File: src/rtl/s10scfifo_ext.sv
// Single-clock FIFO, FIFOF-style guards, showahead or registered read, level flags, sticky errors.
// Latency: write visible 1 cycle after accept; mode 0 q valid 1 cycle after accepted read.
// Backpressure: wrfull_n/rdempty_n guard; rejected writes when full set overflow, reads when empty set underflow.
module s10scfifo_ext #(
  parameter int WIDTH        = 1,
  parameter int DEPTH        = 16,
  parameter int SHOWAHEAD    = 1,
  parameter int ALMOST_FULL  = DEPTH - 2,
  parameter int ALMOST_EMPTY = 2
) (
  input  logic                     clk,
  input  logic                     aclr,
  input  logic                     sclr,
  input  logic [WIDTH-1:0]         data,
  input  logic                     wrreq,
  input  logic                     rdreq,
  output logic [WIDTH-1:0]         q,
  output logic                     rdempty_n,
  output logic                     wrfull_n,
  output logic [$clog2(DEPTH):0]   usedw,
  output logic                     almost_full,
  output logic                     almost_empty,
  output logic                     overflow,
  output logic                     underflow
);

  localparam int AW = $clog2(DEPTH);
  localparam int UW = AW + 1;
  localparam logic [UW-1:0] LP_DEPTH = UW'(DEPTH);
  localparam logic [UW-1:0] LP_AF    = UW'(ALMOST_FULL);
  localparam logic [UW-1:0] LP_AE    = UW'(ALMOST_EMPTY);

  logic [WIDTH-1:0] r_mem [DEPTH];
  logic [AW-1:0]    r_wptr;
  logic [AW-1:0]    r_rptr;
  logic [UW-1:0]    r_usedw;
  logic [UW-1:0]    w_usedw_nxt;
  logic             r_ready;
  logic             r_rdempty_n;
  logic             r_wrfull_n;
  logic             r_af;
  logic             r_ae;
  logic             r_ovf;
  logic             r_unf;
  logic             w_wr_acc;
  logic             w_rd_acc;

  // sclr masks both requests; the registered guards alone decide acceptance
  assign w_wr_acc = !sclr && wrreq && r_wrfull_n;
  assign w_rd_acc = !sclr && rdreq && r_rdempty_n;

  // Next occupancy: shared by the counter and all registered level flags
  always_comb begin
    w_usedw_nxt = r_usedw;
    if (sclr) begin
      w_usedw_nxt = '0;
    end else begin
      case ({w_wr_acc, w_rd_acc})
        2'b10:   w_usedw_nxt = r_usedw + UW'(1);
        2'b01:   w_usedw_nxt = r_usedw - UW'(1);
        default: w_usedw_nxt = r_usedw;
      endcase
    end
  end

  // Storage array; contents are don't-care until written, so no reset
  always_ff @(posedge clk) begin
    if (w_wr_acc) begin
      r_mem[r_wptr] <= data;
    end
  end

  // Pointers, occupancy, guards, level flags and sticky error flags
  always_ff @(posedge clk or posedge aclr) begin
    if (aclr) begin
      r_ready     <= 1'b0;
      r_wptr      <= '0;
      r_rptr      <= '0;
      r_usedw     <= '0;
      r_rdempty_n <= 1'b0;
      r_wrfull_n  <= 1'b0;
      r_af        <= 1'b0;
      r_ae        <= 1'b1;
      r_ovf       <= 1'b0;
      r_unf       <= 1'b0;
    end else begin
      // ready goes high on the first edge after aclr and stays; wrfull_n follows it
      r_ready     <= 1'b1;
      r_usedw     <= w_usedw_nxt;
      r_rdempty_n <= (w_usedw_nxt != '0);
      r_wrfull_n  <= (w_usedw_nxt != LP_DEPTH);
      r_af        <= (w_usedw_nxt >= LP_AF);
      r_ae        <= (w_usedw_nxt <= LP_AE);
      if (sclr) begin
        r_wptr <= '0;
        r_rptr <= '0;
        r_ovf  <= 1'b0;
        r_unf  <= 1'b0;
      end else begin
        if (w_wr_acc) r_wptr <= r_wptr + AW'(1);
        if (w_rd_acc) r_rptr <= r_rptr + AW'(1);
        // drops while not ready see usedw==0, so they never flag overflow
        if (wrreq && (r_usedw == LP_DEPTH)) r_ovf <= 1'b1;
        if (rdreq && !r_rdempty_n)          r_unf <= 1'b1;
      end
    end
  end

  generate
    if (SHOWAHEAD != 0) begin : g_showahead
      // Head entry falls through from storage, forced to zero while empty
      assign q = r_rdempty_n ? r_mem[r_rptr] : '0;
    end else begin : g_normal
      logic [WIDTH-1:0] r_q;
      // Registered read port: loads the head on an accepted read, else holds
      always_ff @(posedge clk or posedge aclr) begin
        if (aclr) begin
          r_q <= '0;
        end else if (sclr) begin
          r_q <= '0;
        end else if (w_rd_acc) begin
          r_q <= r_mem[r_rptr];
        end
      end
      assign q = r_q;
    end
  endgenerate

  assign rdempty_n    = r_rdempty_n;
  assign wrfull_n     = r_wrfull_n;
  assign usedw        = r_usedw;
  assign almost_full  = r_af;
  assign almost_empty = r_ae;
  assign overflow     = r_ovf;
  assign underflow    = r_unf;

endmodule

File: config.mk
export PLATFORM = sky130hd
export DESIGN_NAME = s10scfifo_ext
export DESIGN_NICKNAME = d
export VERILOG_FILES = /design/src/rtl/s10scfifo_ext.sv
export SDC_FILE = /design/constraint.sdc
export NUM_CORES = 1
export LEC_CHECK = 0
export CAP_MARGIN = 20
export CORE_ASPECT_RATIO = 0.9
export CORE_UTILIZATION = 60
export DETAILED_ROUTE_END_ITERATION = 6
export PLACE_DENSITY = 0.83
export SLEW_MARGIN = 0
export SYNTH_ARGS = -nofsm -noshare
export SYNTH_HDL_FRONTEND = slang
export SYNTH_SLANG_ARGS = --single-unit
File: constraint.sdc
create_clock -name clk -period 5.9 [get_ports clk]
set_input_delay 0.59 -clock clk [delete_from_list [all_inputs] [get_ports clk]]
set_output_delay 0.59 -clock clk [all_outputs]
set_load 0.1 [all_outputs]
* Yosys cells after proc, flatten, opt, wreduce, memory -nomap -nowiden *
Memories as Yosys holds them, arrays and structs flattened.
Index checks and enable logic that the tools add are counted.

operators by class
  $add $sub $neg = 4
  multiply operators = 0
  div/mod/pow operators = 0
  magnitude comparators = 2
  equal/unequal tests = 4
  shift operators = 0
  muxes and demuxes = 13
  bitwise gates (word level) = 0
  reduce and logical (&&, ||, !) cells = 13

operators with widths
  cell                 count
  $mux 4               4
  $pmux 5 s2           1
  $add 4x1->4 const B  2
  $reduce_bool 2->1    4
  $mux 1               7
  $logic_and 1x1->1    6
  $add 5x1->5 const B  1
  $eq 5x5->1 const B   1
  $ge 5x4->1 const B   1
  $le 5x2->1 const B   1
  $mux 5               1
  $ne 5x5->1 const B   1
  $reduce_bool 5->1    1
  $sub 5x1->5 const B  1
  $eq 2x1->1 const B   1
  $eq 2x2->1 const B   1
  $logic_not 1->1      2

storage, ports and cells
  register bits after elaboration = 19
  latch bits = 0
  memory bits (writable) = 16
  bits in read-only memories = 0
  input port bits = 6
  output and inout bits = 12
  memories = 1

memories
  name   words  width  rd ports  clocked after Yosys merged registers in  write ports  line  source
  r_mem  16     1      1         0                                        1            33    logic [WIDTH-1:0] r_mem [DEPTH];

* Longest topological paths before layout *
Gate-level depths: netlist (run 1).

  depth after elaboration = 7
  mapped depth = 11
  depth with buffers taken out = 11

* Worst setup path before layout (run 1) *
Ideal clock, no wire load.

  path kind = reg2reg
  start = register r_rdempty_n (netlist: rdempty_n)
  end = register r_wrfull_n (netlist: wrfull_n)
  setup time = 139 ps
  arrival = 3030 ps
  data required time = 5761 ps
  slack = 2732 ps
  stages on the path, launching flop included = 11
  buffers on the path = 0
  cell sequence = dfrtp_1 nand3b_2 nor2_4 xor2_1 ha_1 a21oi_1 a21boi_1 o31ai_1 a21oi_2 nor3_1 or4b_1

between the ends
  longest elaborated chain between the ends = 5
  elaborated cells between the ends (all ways) = 6

RTL lines
  item                                             line  source
  from (decl)                                      39    logic r_rdempty_n;
  from (signal assigned)                           90    r_rdempty_n <= (w_usedw_nxt != '0);
  $logic_and 1x1->1 *                              50    assign w_rd_acc = !sclr && rdreq && r_rdempty_n;
  $eq 2x1->1 / $eq 2x2->1 (equally long branches)  58    case ({w_wr_acc, w_rd_acc})
  $pmux 5 s2 *                                     58
  $mux 5 *                                         55    if (sclr) begin
  named net w_usedw_nxt[2]                         37    logic [UW-1:0] w_usedw_nxt;
  $ne 5x5->1 *                                     91    r_wrfull_n <= (w_usedw_nxt != LP_DEPTH);
  to (signal assigned)                             91
  to (decl)                                        40    logic r_wrfull_n;

Mark *: on every way through the listed nets, which the timed path passes. The rest lies on a longest branch.
A chain may end at the register's enable or synchronous reset.

* Worst setup path in the final report (run 1) *
  start = register r_rptr[0]
  end = output port q

between the ends
  longest elaborated chain between the ends = 2

RTL lines
  item                    line  source
  from (decl)             35    logic [AW-1:0] r_rptr;
  from (signal assigned)  101   if (w_rd_acc) r_rptr <= r_rptr + AW'(1);
  $mem_v2 16x1            n/a
  $mux 1                  112   assign q = r_rdempty_n ? r_mem[r_rptr] : '0;
  to (decl)               17    output logic [WIDTH-1:0] q,

Every way passes these cells.

==> results of run 1 <==
==> worst min-delay path by stage <==
stage / depth (start not counted) / startpoint / slack [ns] / to
2_1_floorplan: 2 / r_rptr[2] / 0.53 / r_rptr[2]
3_3_place_gp: 2 / underflow / 0.48 / underflow
3_5_place_dp: 2 / overflow / 0.50 / overflow
4_1_cts: 2 / overflow / 0.52 / overflow
5_1_grt: 2 / overflow / 0.56 / overflow
6_report: 2 / overflow / 0.52 / overflow
==> flip-flops by register name, summed over array words and instances, names as in the netlist, 4 cells and up <==
signal / flops
r_mem: 16
r_rptr: 4
r_wptr: 4
usedw: 5
==> kinds of logic after synthesis <==
group	Yosys count
multiplexers	9
XOR/XNOR	8
AO/OA/AOI/OAI	22
flip-flops	35
AND/OR/NAND/NOR	65
buffers and inverters	14
adder cells (fa/ha/maj)	7
==> power breakdown <==
part	internal, W	switching (W)	total [W]	leakage (nW)
registers	0.000266	0.0000179	0.000284	0.396
logic	0.0000437	0.000101	0.000144	0.392
clock network	0.0000458	0.0000839	0.000130	0.0315
==> tightest hold or removal path: stages, from the launching register on <==
cell and delay, ns:
dfrtp_1 0.36, a41oi_1 0.04, nor2_1 0.08
==> Yosys cell counts (all sizes together) (4+ instances only) <==
| cell type | instances | area, um^2 |
|---|---|---|
| nand2 | 10 | 37.5 |
| edfxtp | 16 | 480 |
| a21oi | 9 | 52.6 |
| buf | 4 | 17.5 |
| nand3 | 6 | 30.0 |
| nor2 | 18 | 75.1 |
| and2 | 18 | 113 |
| ha | 7 | 87.6 |
| mux4 | 5 | 113 |
| dfrtp | 18 | 450 |
| inv | 9 | 33.8 |
| xor2 | 6 | 52.6 |
==> through the flow <==
| step | power [W] | hold WS, ns |
|---|---|---|
| 3_3_place_gp | 0.000429 | 0.481 |
| 2_1_floorplan | 0.000396 | 0.533 |
| 5_1_grt | 0.000586 | 0.555 |
| 4_1_cts | 0.000561 | 0.524 |
| 3_5_place_dp | 0.000434 | 0.495 |
| 6_report | 0.000558 | 0.517 |
==> cells in the final DEF, fill, tap and decap left out, drive strengths merged, types with 2 or more instances in the layout <==
cell,count
clkdlybuf4s50,17
nand2,10
mux4,5
edfxtp,16
nor2,18
o211ai,2
xnor2,2
and2,18
a21oi,9
nand3,6
nand4,2
dfrtp,18
a31oi,3
clkbuf,5
mux2i,2
mux2,2
xor2,6
nor3,3
inv,10
nor2b,2
ha,7
==> area by class of cell <==
class | instances | share of cell area [%]
repair buffers | 17 | 8.20
inverters | 9 | 1.63
multi-input cells | 111 | 38.9
clock buffers | 5 | 1.81
flip-flops and latches | 35 | 46.1
well taps | 40 | 2.41
clock inverters | 3 | 0.904
==> layer usage <==
metal	track usage, %	vias to the layer above
met5	0	-
met4	6.98	0
met3	7.33	7
met2	37.2	39
met1	35.3	630
li1	-	605
==> impl_metrics.tcl, run 1 <==
set metrics [dict create \
    hold_viol 0 \
    syn-num-nets 173 \
    clk_latency_ns 0.35 \
    synthXorXnorAreaFrac_pct 3.85 \
    drt-vias-per-instance 5.82 \
    setup_ws_ns 2.23 \
    grt_pass1_vias 1131 \
    grt_pass1_wl_mm 5.59 \
    timing.rr.start "wrfull_n" \
    wl_met1_mm 1.54 \
    clock_sinks 35 \
    ir_worst_vdd_mv 0.145 \
    die_height_um 54.3 \
    slew_violations 0 \
    gp_congestion 0.937 \
    crit_type "flip-flop to primary output" \
    crit_chain "mux4_2, mux4_2, and2_1, clkdlybuf4s50_1" \
    final.setup.tns_ns 0 \
    synth_compound_area_share_pct 8.11 \
    dr.pass1.iters 4 \
    clock_path_buffers 2 \
    cpMostUsedCell "mux4_2" \
    rsz0062_at_grt "false" \
    fin_cells 220 \
    met2WireLength_mm 1.70 \
    yosysUniqueCellTypes 41 \
    fill_cells 201 \
    synthCells 160 \
    synth_area_mm2 0.00182 \
    min_period_ns 3.67 \
    stdcell_area_mm2 0.00208 \
    dp_cells 212 \
    cp_slowest_stage_delay_ns 0.96 \
    avgSynthCellArea_um2 11.4 \
    final_antenna_net_count 0 \
    path_buf_inv 1 \
    p_leak_nw 0.819 \
    grt_start_max_net_pins 23 \
    final_nets 192 \
    drtIter0Drc 39 \
    ys.flop_type "dfrtp_1" \
    grt-ovfl-total 0 \
    cts_resized 0 \
    htree_levels 2 \
    synthMuxAreaShare_pct 8.73 \
    maxCapViolCount 0 \
    regArea_um2 957 \
    cpMaxStageDelayCell "clkdlybuf4s50_1" \
    slew_headroom_pct 35.1 \
    fmax_ghz 0.272 \
    synthArstFlopShare_pct 54.3 \
    grtUsageTotal_pct 24.8 \
    drive_gt1_share_pct 12.8 \
    synth_top_family_by_area "simple AND/OR/NAND/NOR gates" \
    multi_input_area_um2 808 \
    setup.worst_path.end "q" \
    place_area_mm2 0.00202 \
    remaining_drc_errors 0 \
    antenna_found_initial 0 \
    postLayoutCoreUtil_pct 73.7 \
    core_area_mm2 0.00282 \
    synth_edf_count 16 \
    synth-simple-area-share_pct 18.9 \
    worst_pin_slew_ns 0.970 \
    worstSetupPathDepth 4 \
    dieWidth_um 60.1 \
    vias 1281 \
    reg2regPathDepth 10 \
    cts_buffers 5 \
    worstPathRequired_ns 5.31 \
    postCtsHoldBufs 0 \
    yosysSeqAreaShare_pct 52.6 \
    ys_ff_latch 35 \
    dpl_worst_slack_ns 1.95 \
    outcome "finished, final reports clean" \
    hold_path.class "flip-flop to flip-flop" \
    cts_tree "yes" \
    powerDensity_mw_per_mm2 269 \
    crit_start "r_rptr[0]" \
    wl_mm 3.45 \
    crit_fanout 7 \
    fin_crit_sh_pct 62.2 \
    fin_skew_ns 0.0132 \
    r2r_end "wrfull_n" \
    start_util_pct 64.7 \
    hpwl_mm 2.56 \
    met3_length_um 169 \
    setup_viol 0 \
    avgRoutedWirePerCell_um 15.7 \
    crit_path_start_kind "flip-flop" \
    diodes 0 \
    syn2layout_area_growth_pct 14.0 \
    synth_adder_area_share_pct 4.81 \
    yosysWarnings 0 \
    critPathTopFamily "multiplexers" \
    port_buffers 17 \
    dr.max_layer_used "met4" \
    post_cts_buffers 0 \
    die_area_mm2 0.00326 \
    path_clk_slew_ns 0.12 \
    critPathCaptureType "primary output" \
    critPathArrivalTime_ns 3.08 \
    num_io_pins 18 \
    r2r_slack_ns 3.04 \
    rows 18 \
    cts_root_buf "clkbuf_4" \
]
(Power assumes the default switching activity.)
==> inputs of run 2 (changes only) <==
--- a/config.mk
+++ b/config.mk
@@ -7,9 +7,9 @@
 export LEC_CHECK = 0
 export CAP_MARGIN = 20
 export CORE_ASPECT_RATIO = 0.9
-export CORE_UTILIZATION = 60
+export CORE_UTILIZATION = 56
 export DETAILED_ROUTE_END_ITERATION = 6
-export PLACE_DENSITY = 0.83
+export PLACE_DENSITY = 0.79
 export SLEW_MARGIN = 0
 export SYNTH_ARGS = -nofsm -noshare
 export SYNTH_HDL_FRONTEND = slang
==> constraint.sdc (replaced) <==
create_clock -name clk -period 3.5 [get_ports clk]
set_input_delay 0.35 -clock clk [delete_from_list [all_inputs] [get_ports clk]]
set_output_delay 0.35 -clock clk [all_outputs]
set_load 0.1 [all_outputs]
==> run 2 against run 1 <==
Via count is 3.6% lower. Clock power is 58% higher. Worst setup slack worse by 1.7 ns.
==> impl_metrics.tcl, run 2 (same netlist as run 1, synthesis figures left out) <==
set metrics [dict create \
    regMostFlops "r_mem" \
    min_period_ns 2.98 \
    drt-vias-per-instance 5.54 \
    worst_pin_slew_ns 0.988 \
    slew_violations 0 \
    cts_buffers 5 \
    grt_pass1_vias 1209 \
    worstPathRequired_ns 3.71 \
    critPathArrivalTime_ns 3.19 \
    maxCapViolCount 0 \
    rsz0062_at_grt "false" \
    gp_congestion 0.924 \
    start_util_pct 59.4 \
    cts_tree "yes" \
    num_io_pins 18 \
    crit_fanout 6 \
    dr.pass1.iters 6 \
    largest_reg_flops 16 \
    final.setup.tns_ns 0 \
    core_area_mm2 0.00307 \
    p_leak_nw 0.824 \
    ir_worst_vdd_mv 0.293 \
    wl_mm 3.35 \
    grtUsageTotal_pct 22.1 \
    diodes 0 \
    postLayoutCoreUtil_pct 67.8 \
    clk_latency_ns 0.33 \
    cts_root_buf "clkbuf_4" \
    hold_viol 0 \
    rows 19 \
    post_cts_buffers 0 \
    drive_gt1_share_pct 12.7 \
    setup_viol 0 \
    hold_path.class "primary input to async pin" \
    remaining_drc_errors 0 \
    path_clk_slew_ns 0.10 \
    die_height_um 56.1 \
    crit_type "primary input to flip-flop" \
    fin_crit_sh_pct 85.0 \
    htree_levels 2 \
    cts_resized 0 \
    antenna_found_initial 0 \
    outcome "finished, final reports clean" \
    avgRoutedWirePerCell_um 15.0 \
    critPathCaptureType "flip-flop" \
    die_area_mm2 0.00348 \
    grt_pass1_wl_mm 5.67 \
    postCtsHoldBufs 0 \
    dieWidth_um 62.1 \
    final_nets 193 \
    vias 1235 \
    grt-ovfl-total 0 \
    layout_common_cells "18 x and2_1, 18 x dfrtp_1, 17 x nor2_1" \
    clock_path_buffers 2 \
    final_antenna_net_count 0 \
    powerDensity_mw_per_mm2 445 \
    port_buffers 17 \
    slew_headroom_pct 33.9 \
    fin_skew_ns 0.00892 \
    clock_sinks 35 \
    crit_path_start_kind "primary input" \
    hpwl_mm 2.49 \
    fmax_ghz 0.336 \
    grt_start_max_net_pins 21 \
    syn2layout_area_growth_pct 14.3 \
    drtIter0Drc 54 \
    fill_cells 236 \
]
==> run 2: cell count changes in the layout (fill, tap and decap cells not counted) <==
| cell | before | now |
|---|---|---|
| clkinv_2 | 1 | 0 |
| clkinv_1 | 0 | 1 |
| clkdlybuf4s50_1 | 17 | 16 |
| clkbuf_1 | 0 | 1 |
| clkinvlp_4 | 1 | 0 |
| buf_4 | 0 | 2 |
| inv_4 | 1 | 0 |
| clkinv_4 | 0 | 1 |
==> run 2: power breakdown <==
part,total (W),switching [W],internal [W]
Clock,0.000206,0.000129,0.0000777
Combinational,0.000242,0.000168,0.0000737
Sequential,0.000477,0.0000292,0.000448
Total,0.000925,0.000326,0.000600
==> run 2: worst paths after layout <==
kind                           start  slack (ns)  cells after the start   endpoint
hold reg to reg            underflow        0.51                      2  underflow
hold / removal                  aclr        0.43                      2   usedw[3]
setup reg to reg            wrfull_n        0.61                     10   wrfull_n
max in group asynchronous       aclr        2.61                      2  r_wptr[2]
min in group clk           underflow        0.51                      2  underflow
setup / recovery               rdreq        0.52                     11   wrfull_n
==> run 2: layout make-up <==
class	count	area [um^2]	area share [%]
Multi-Input combinational cell	111	808	38.8
Inverter	9	33.8	1.62
Sequential cell	35	957	46.0
Tap cell	42	52.6	2.53
Clock buffer	6	41.3	1.98
Timing Repair Buffer	18	175	8.42
Clock inverter	2	12.5	0.601
==> run 2: per-layer routing <==
metal,up-vias,part of all wire (%),GRT usage (%),wire (um)
met3,8,3.6,6.76,121
li1,610,-,-,-
met4,0,1.5,7.64,51
met5,-,0,0,0
met2,21,50,35.3,1680
met1,596,45,28.8,1500
==> run 2: critical path: stages <==
cell,delay (ns)
clkdlybuf4s50_1,0.59
nand3b_2,0.18
nor2_4,0.21
xor2_1,0.09
ha_1,0.18
a21oi_1,0.29
a21boi_1,0.27
or4_1,0.16
a21oi_2,0.08
nor3_1,0.33
or4b_1,0.46
==> run 2: metrics by stage <==
step | cells | hold WS, ns | cell area [um^2] | power, W | setup slack, ns
6_report | 223 | 0.426 | 2080 | 0.000925 | 0.525
5_1_grt | 223 | 0.497 | 2080 | 0.000970 | 0.366
4_1_cts | 223 | 0.430 | 2080 | 0.000937 | 0.586
3_5_place_dp | 215 | 0.499 | 2030 | 0.000728 | 0.291
3_3_place_gp | 215 | 0.484 | 2030 | 0.000723 | 0.307
2_1_floorplan | 160 | 0.300 | 1820 | 0.000668 | 0.332
==> inputs of run 3 (changes only) <==
--- a/config.mk
+++ b/config.mk
@@ -10,6 +10,7 @@
 export CORE_UTILIZATION = 56
 export DETAILED_ROUTE_END_ITERATION = 6
 export PLACE_DENSITY = 0.79
+export REMOVE_ABC_BUFFERS = 1
 export SLEW_MARGIN = 0
 export SYNTH_ARGS = -nofsm -noshare
 export SYNTH_HDL_FRONTEND = slang
==> run 3 against run 2 <==
Worst setup slack improved by 0.13 ns. Cell count unchanged. Utilization grew 0.20 points. Register-to-register slack improved by 0.15 ns. Wire length up 8.3%. Combinational power hardly changed. First-iteration DRC count shrank 3.7%. Fmax up 4.4%. Count of clock-buffer cells in the layout is 1 higher. Global-route usage increased by 1.6 points. Critical path type unchanged.
==> impl_metrics.tcl, run 3 (same netlist as run 1, synthesis figures left out) <==
set metrics [dict create \
    outcome "finished, final reports clean" \
    start_util_pct 59.4 \
    ir_worst_vdd_mv 0.244 \
    setup_viol 0 \
    maxCapViolCount 0 \
    cpMostUsedCell "nor3_1" \
    clk_latency_ns 0.34 \
    crit_path_start_kind "primary input" \
    wl_mm 3.63 \
    die_height_um 56.1 \
    syn2layout_area_growth_pct 14.6 \
    dr.pass1.iters 4 \
    cp_slowest_stage_delay_ns 0.51 \
    regMostFlops "r_mem" \
    final_nets 193 \
    fmax_ghz 0.351 \
    final_antenna_net_count 0 \
    stdcell_area_mm2 0.00209 \
    antenna_found_initial 0 \
    postLayoutCoreUtil_pct 68.1 \
    fin_crit_sh_pct 81.4 \
    crit_fanout 7 \
    setup_ws_ns 0.651 \
    critPathArrivalTime_ns 3.07 \
    die_area_mm2 0.00348 \
    slew_violations 0 \
    htree_levels 2 \
    grt_pass1_wl_mm 5.98 \
    drtIter0Drc 52 \
    clock_path_buffers 2 \
    largest_reg_flops 16 \
    critPathCaptureType "flip-flop" \
    crit_type "primary input to flip-flop" \
    hpwl_mm 2.71 \
    avgRoutedWirePerCell_um 16.3 \
    grt_pass1_vias 1204 \
    clock_sinks 35 \
    gp_congestion 0.922 \
    post_cts_buffers 0 \
    dpl_worst_slack_ns 0.274 \
    reg2regPathDepth 10 \
    layout_common_cells "18 x and2_1, 18 x dfrtp_1, 17 x nor2_1" \
    remaining_drc_errors 0 \
    rsz0062_at_grt "false" \
    grt_start_max_net_pins 20 \
    drt-vias-per-instance 5.61 \
    cts_buffers 5 \
    final.setup.tns_ns 0 \
    p_leak_nw 0.830 \
    powerDensity_mw_per_mm2 457 \
    port_buffers 17 \
    crit_chain "clkdlybuf4s50_1, nand3b_2, nor2_4, xor2_1, ha_1, a21oi_1, nor3_1, o31ai_1, a21oi_2, nor3_1, or4b_1" \
    rows 19 \
    dieWidth_um 62.1 \
    worst_pin_slew_ns 0.983 \
    diodes 0 \
    place_area_mm2 0.00203 \
    num_io_pins 18 \
    hold_viol 0 \
    cts_tree "yes" \
    fin_skew_ns 0.0125 \
    postCtsHoldBufs 0 \
    fill_cells 242 \
    min_period_ns 2.85 \
    cts_resized 0 \
    cts_root_buf "clkbuf_4" \
    core_area_mm2 0.00307 \
    hold_path.class "primary input to async pin" \
    grtUsageTotal_pct 23.7 \
    r2r_slack_ns 0.76 \
    slew_headroom_pct 34.2 \
    cpMaxStageDelayCell "clkdlybuf4s50_1" \
    drive_gt1_share_pct 13.3 \
    worstPathRequired_ns 3.72 \
    path_clk_slew_ns 0.11 \
    vias 1252 \
    grt-ovfl-total 0 \
]
## run 3: final timing paths
check / startpoint / end
max: sclr / wrfull_n
min: aclr / r_rptr[1]
max reg2reg: wrfull_n / wrfull_n
min reg2reg: overflow / overflow
max in group asynchronous: aclr / r_wptr[2]
min in group clk: overflow / overflow
## run 3: metrics by stage
step | total power, W | instances | hold WS [ns]
global placement | 0.000724 | 215 | 0.484
detailed placement | 0.000732 | 215 | 0.505
finish | 0.000953 | 223 | 0.428
floorplan | 0.000663 | 155 | 0.300
global route | 0.000995 | 223 | 0.475
CTS | 0.000960 | 223 | 0.431
## run 3: per-layer routing
layer	global-route usage [%]	part of all wire, %
met1	32.2	47
met3	7.58	3.1
met5	0	0
met4	7.97	1.1
met2	36.1	49
## run 3: worst max-delay path: cells and delay by family
kind,cells,cell delay (ns)
adder cells (fa/ha/maj),1,0.18
AND/OR/NAND/NOR,5,1.31
XOR/XNOR,1,0.09
buffers and inverters,1,0.51
AO/OA/AOI/OAI,3,0.63
## run 3: where the power goes
part / switching, W / internal (W) / leakage, nW / total, W
sequential: 0.0000306 / 0.000448 / 0.396 / 0.000479
combinational: 0.000171 / 0.0000738 / 0.399 / 0.000245
clock: 0.000132 / 0.0000973 / 0.0353 / 0.000229
total: 0.000334 / 0.000619 / 0.830 / 0.000953
## run 3: layout make-up
type / instances / area (um^2) / share of cell area (%)
multi-input cells: 111 / 808 / 38.7
clock buffers: 7 / 55.1 / 2.64
flip-flops and latches: 35 / 957 / 45.9
clock inverters: 1 / 5.00 / 0.240
inverters: 9 / 33.8 / 1.62
well taps: 42 / 52.6 / 2.52
repair buffers: 18 / 175 / 8.39
==> RTL change 1: new RTL, config.mk and constraints of run 3 <==
Register the output `underflow` once more; this adds one clock of latency there. The other outputs are not delayed to match.
--- a/src/rtl/s10scfifo_ext.sv
+++ b/src/rtl/s10scfifo_ext.sv
@@ -132,7 +132,9 @@
   assign almost_full  = r_af;
   assign almost_empty = r_ae;
   assign overflow     = r_ovf;
-  assign underflow    = r_unf;
+  always_ff @(posedge clk) begin
+    underflow <= r_unf;
+  end
 
 endmodule
 
Formal check against the unedited RTL: not equivalent (a bounded check fails within 4 cycles, from zero or initial values).
==> RTL change 1 against run 3 <==
- area after synthesis grew 1.1%
- via count grew 0.96%
- setup slack gained 0.030 ns
- total power grew 4.8%
- highest routed layer unchanged
- combinational power shrank 2%
- hold slack lost 0.043 ns
- non-clock buffer count is the same
- cell area grew 1.6%
- first-iteration DRC count grew 27%
- sequential share of layout area grew 0.21 points
- synthesized cell count grew 0.63%
- wire length shrank 6.3%
- sequential cell count grew 1
==> RTL change 1: results (changes against run 3) <==
place_congestion: 1.05  # +14%
track_usage: 0.222  # -0.0146
cts_resized: 0  # unchanged
avgSynthCellArea_um2: 11.4  # +0.47%
n_fill_cell: 235  # -2.9%
synth_async_sr_flop_share: 0.528  # -0.0151
synth.distinct_cells: 42  # +2.4%
slew_headroom: 0.349  # +0.00684
yosysSeqAreaShare: 0.531  # +0.00516
cts_root_buf: "clkbuf_4"
crit_fanout: 5  # -2
synth_edf_count: 16  # unchanged
wl_per_cell_um: 15.2  # -6.7%
rrSetupSlack_ns: 0.72  # -0.04 ns
drive_gt1_frac: 0.137  # +0.00477
grt_max_degree: 21  # +5.0%
peakVddDrop_v: 0.000259  # +6.1%
rr_worst_depth: 11  # +1
slowest_delay_ns: 0.49  # -0.02 ns
final_nets: 194  # +0.52%
skew_ns: 0.00844  # -0.00403 ns
dp.cells: 216  # +0.47%
routed_wl_um: 3410  # -6.3%
status: "completed"
hold_class: "reg2reg"
drt_iter0_drc: 66  # +27%
grt_pass1_vias: 1182  # -1.8%
leakagePower_nw: 0.847  # +2.0%
synthTopCellsByArea: "edfxtp_1 26%, dfrtp_1 24%, and2_1 6.1%, mux4_2 6.1%, ha_1 4.8%"
grt_pass1_wl_um: 5700  # -4.7%
==> RTL change 1: cell types whose count changed in the layout (fill, tap and decap cells not counted) <==
cell / before / now
dfxtp_1: 0 / 1
clkbuf_8: 1 / 0
clkbuf_1: 1 / 0
clkbuf_16: 0 / 1
inv_4: 0 / 1
==> RTL change 1: stage by stage <==
stage                      util  setup slack, ns  power (mW)  cell area [um^2]  hold WS (ns)
after floorplan               -            0.332       0.677              1820         0.300
after global placement    0.662            0.402       0.738              2050         0.362
after detailed placement  0.662            0.325       0.742              2050         0.363
after CTS                 0.686            0.733        1.01              2120         0.390
after global routing      0.686            0.515        1.04              2120         0.403
final                     0.686            0.681       0.999              2120         0.385
==> RTL change 1: power breakdown <==
part	total [mW]	internal (mW)	switching (mW)
registers	0.493	0.461	0.0314
logic	0.241	0.0733	0.167
clock network	0.265	0.121	0.144
==> RTL change 1: layout make-up <==
cell class / count / area share
clock buffers: 6 / 0.0295
well taps: 42 / 0.0248
inverters: 9 / 0.0159
multi-input cells: 111 / 0.381
flip-flops and latches: 36 / 0.461
repair buffers: 18 / 0.0826
clock inverters: 2 / 0.00531
==> RTL change 1: final timing paths <==
| path | startpoint | to |
|---|---|---|
| worst max-delay path | wrreq | wrfull_n |
| worst min-delay path | r_unf | underflow |
| worst max register to register | wrfull_n | wrfull_n |
| worst min register to register | r_unf | underflow |
| max in group asynchronous | aclr | rdempty_n |
| min in group asynchronous | aclr | r_unf |
==> RTL change 1: kinds of logic after synthesis <==
family	synth area share
xor+xnor	0.0381
compound gates	0.0802
mux	0.0863
fa+ha+maj	0.0476
buf+inv	0.0299
flops	0.531
simple gates	0.187
==> RTL change 1: critical path: cells and delay by family <==
kind	cells	cell delay, ns
adders and majority gates	1	0.24
and+or+nand+nor	3	0.86
AOI/OAI and AO/OA	2	0.26
buffers and inverters	4	0.84
muxes	2	0.51
==> RTL change 1: routing by layer <==
metal,part of all wire,wire [um],track usage
met1,0.47,1610,0.319
met2,0.45,1520,0.326
met3,0.068,232,0.0671
met4,0.012,42,0.0698
met5,0,0,0
==> RTL change 2: new RTL, settings of run 3 <==
Made on the original files. Set the parameter `DEPTH` to 32 (it was 16).
--- a/src/rtl/s10scfifo_ext.sv
+++ b/src/rtl/s10scfifo_ext.sv
@@ -3,7 +3,7 @@
 // Backpressure: wrfull_n/rdempty_n guard; rejected writes when full set overflow, reads when empty set underflow.
 module s10scfifo_ext #(
   parameter int WIDTH        = 1,
-  parameter int DEPTH        = 16,
+  parameter int DEPTH        = 32,
   parameter int SHOWAHEAD    = 1,
   parameter int ALMOST_FULL  = DEPTH - 2,
   parameter int ALMOST_EMPTY = 2
Ports: changed (resized usedw); port bits go from 18 to 19. The function was not compared with the original's and may differ.
==> RTL change 2 against run 3 <==
- area after synthesis rose by 48%
- total power increased by 42%
- sequential power grew 53%
- hold slack gained 0.070 ns
- cell area increased by 42%
- critical path depth fell by 6
- setup slack worse by 0.13 ns
- wire length is 37% higher
- sequential cell count up 19
- non-clock buffer count grew 1
- sequential share of layout area increased by 5.1 points
- final cell count grew 33%
- maximum frequency down 4.4%
- largest cell class unchanged
- largest power group unchanged
==> RTL change 2: results (changes against run 3) <==
leakagePower_nw: 1.06  # +28%
drt_iter0_drc: 236  # +350%
synth_common_cells: "53 x nor2_1, 32 x edfxtp_1, 21 x dfrtp_1, 14 x nand2_1, 10 x mux4_2"
yosysSeqAreaShare: 0.563  # +0.0368
synth_edf_count: 32  # +16
timing.hold.ws_ns: 0.498  # +0.0700 ns
cp-startpoint: "r_rptr[0]"
vias_per_cell: 5.76  # +2.6%
r2r_end: "almost_empty"
arrival_ns: 2.63  # -0.44 ns
largest_register_ff_count: 32  # +16
dp.cells: 289  # +34%
crit_fanout: 11  # +4
p_per_area_nw_per_um2: 456  # -0.20%
drive_gt1_frac: 0.136  # +0.00357
use_met3: 0.0642  # -0.0116
final_nets: 247  # +28%
synthCells: 222  # +39%
rrSetupSlack_ns: 0.73  # -0.03 ns
placed_cell_area_um2: 2880  # +42%
pre_cts_slack_ns: 0.359  # +0.0850 ns
cts_root_buf: "clkbuf_8"
grt_max_degree: 33  # +65%
slowest_delay_ns: 0.75  # +0.24 ns
status: "completed"
dp.final_hpwl_um: 3430  # +27%
RTL change 2: changes by cell type in the layout (fill, tap and decap cells not counted), moves of 3 or more:
cell / before / now
clkbuf_4: 5 / 0
nand2_1: 10 / 14
dfrtp_1: 18 / 21
a31oi_1: 3 / 0
nand3_1: 6 / 2
nor2_1: 17 / 53
edfxtp_1: 16 / 32
clkbuf_8: 1 / 5
mux4_2: 5 / 10
and2_1: 18 / 2
RTL change 2: worst max-delay path by stage:
stage                         endpoint  slack (ns)
after detailed placement  almost_empty        0.36
after CTS                            q        0.44
final                                q        0.52
after global routing                 q        0.32
after floorplan           almost_empty        0.37
after global placement    almost_empty        0.43
RTL change 2: report_power, final:
group          switching [mW]  leakage, nW  internal, mW
sequential             0.0369        0.581         0.694
clock                   0.199       0.0441         0.141
combinational           0.190        0.437        0.0910
total                   0.427         1.06         0.926
RTL change 2: routing by layer:
layer / routed length, um / share of wire
met1: 2160 / 0.44
met2: 2570 / 0.52
met3: 178 / 0.036
met4: 55 / 0.011
met5: 0 / 0
RTL change 2: kinds of logic after synthesis:
| group | synth area share |
|---|---|
| XOR/XNOR | 0.0326 |
| flip-flops | 0.563 |
| AO/OA/AOI/OAI | 0.0684 |
| multiplexers | 0.0991 |
| AND/OR/NAND/NOR | 0.168 |
| buffers and inverters | 0.0372 |
| adder cells (fa/ha/maj) | 0.0326 |
RTL change 2: final cells by class:
class | instances | area share
Clock inverter | 3 | 0.00717
Sequential cell | 54 | 0.510
Timing Repair Buffer | 19 | 0.0624
Clock buffer | 5 | 0.0232
Tap cell | 62 | 0.0261
Inverter | 7 | 0.00885
Multi-Input combinational cell | 147 | 0.363
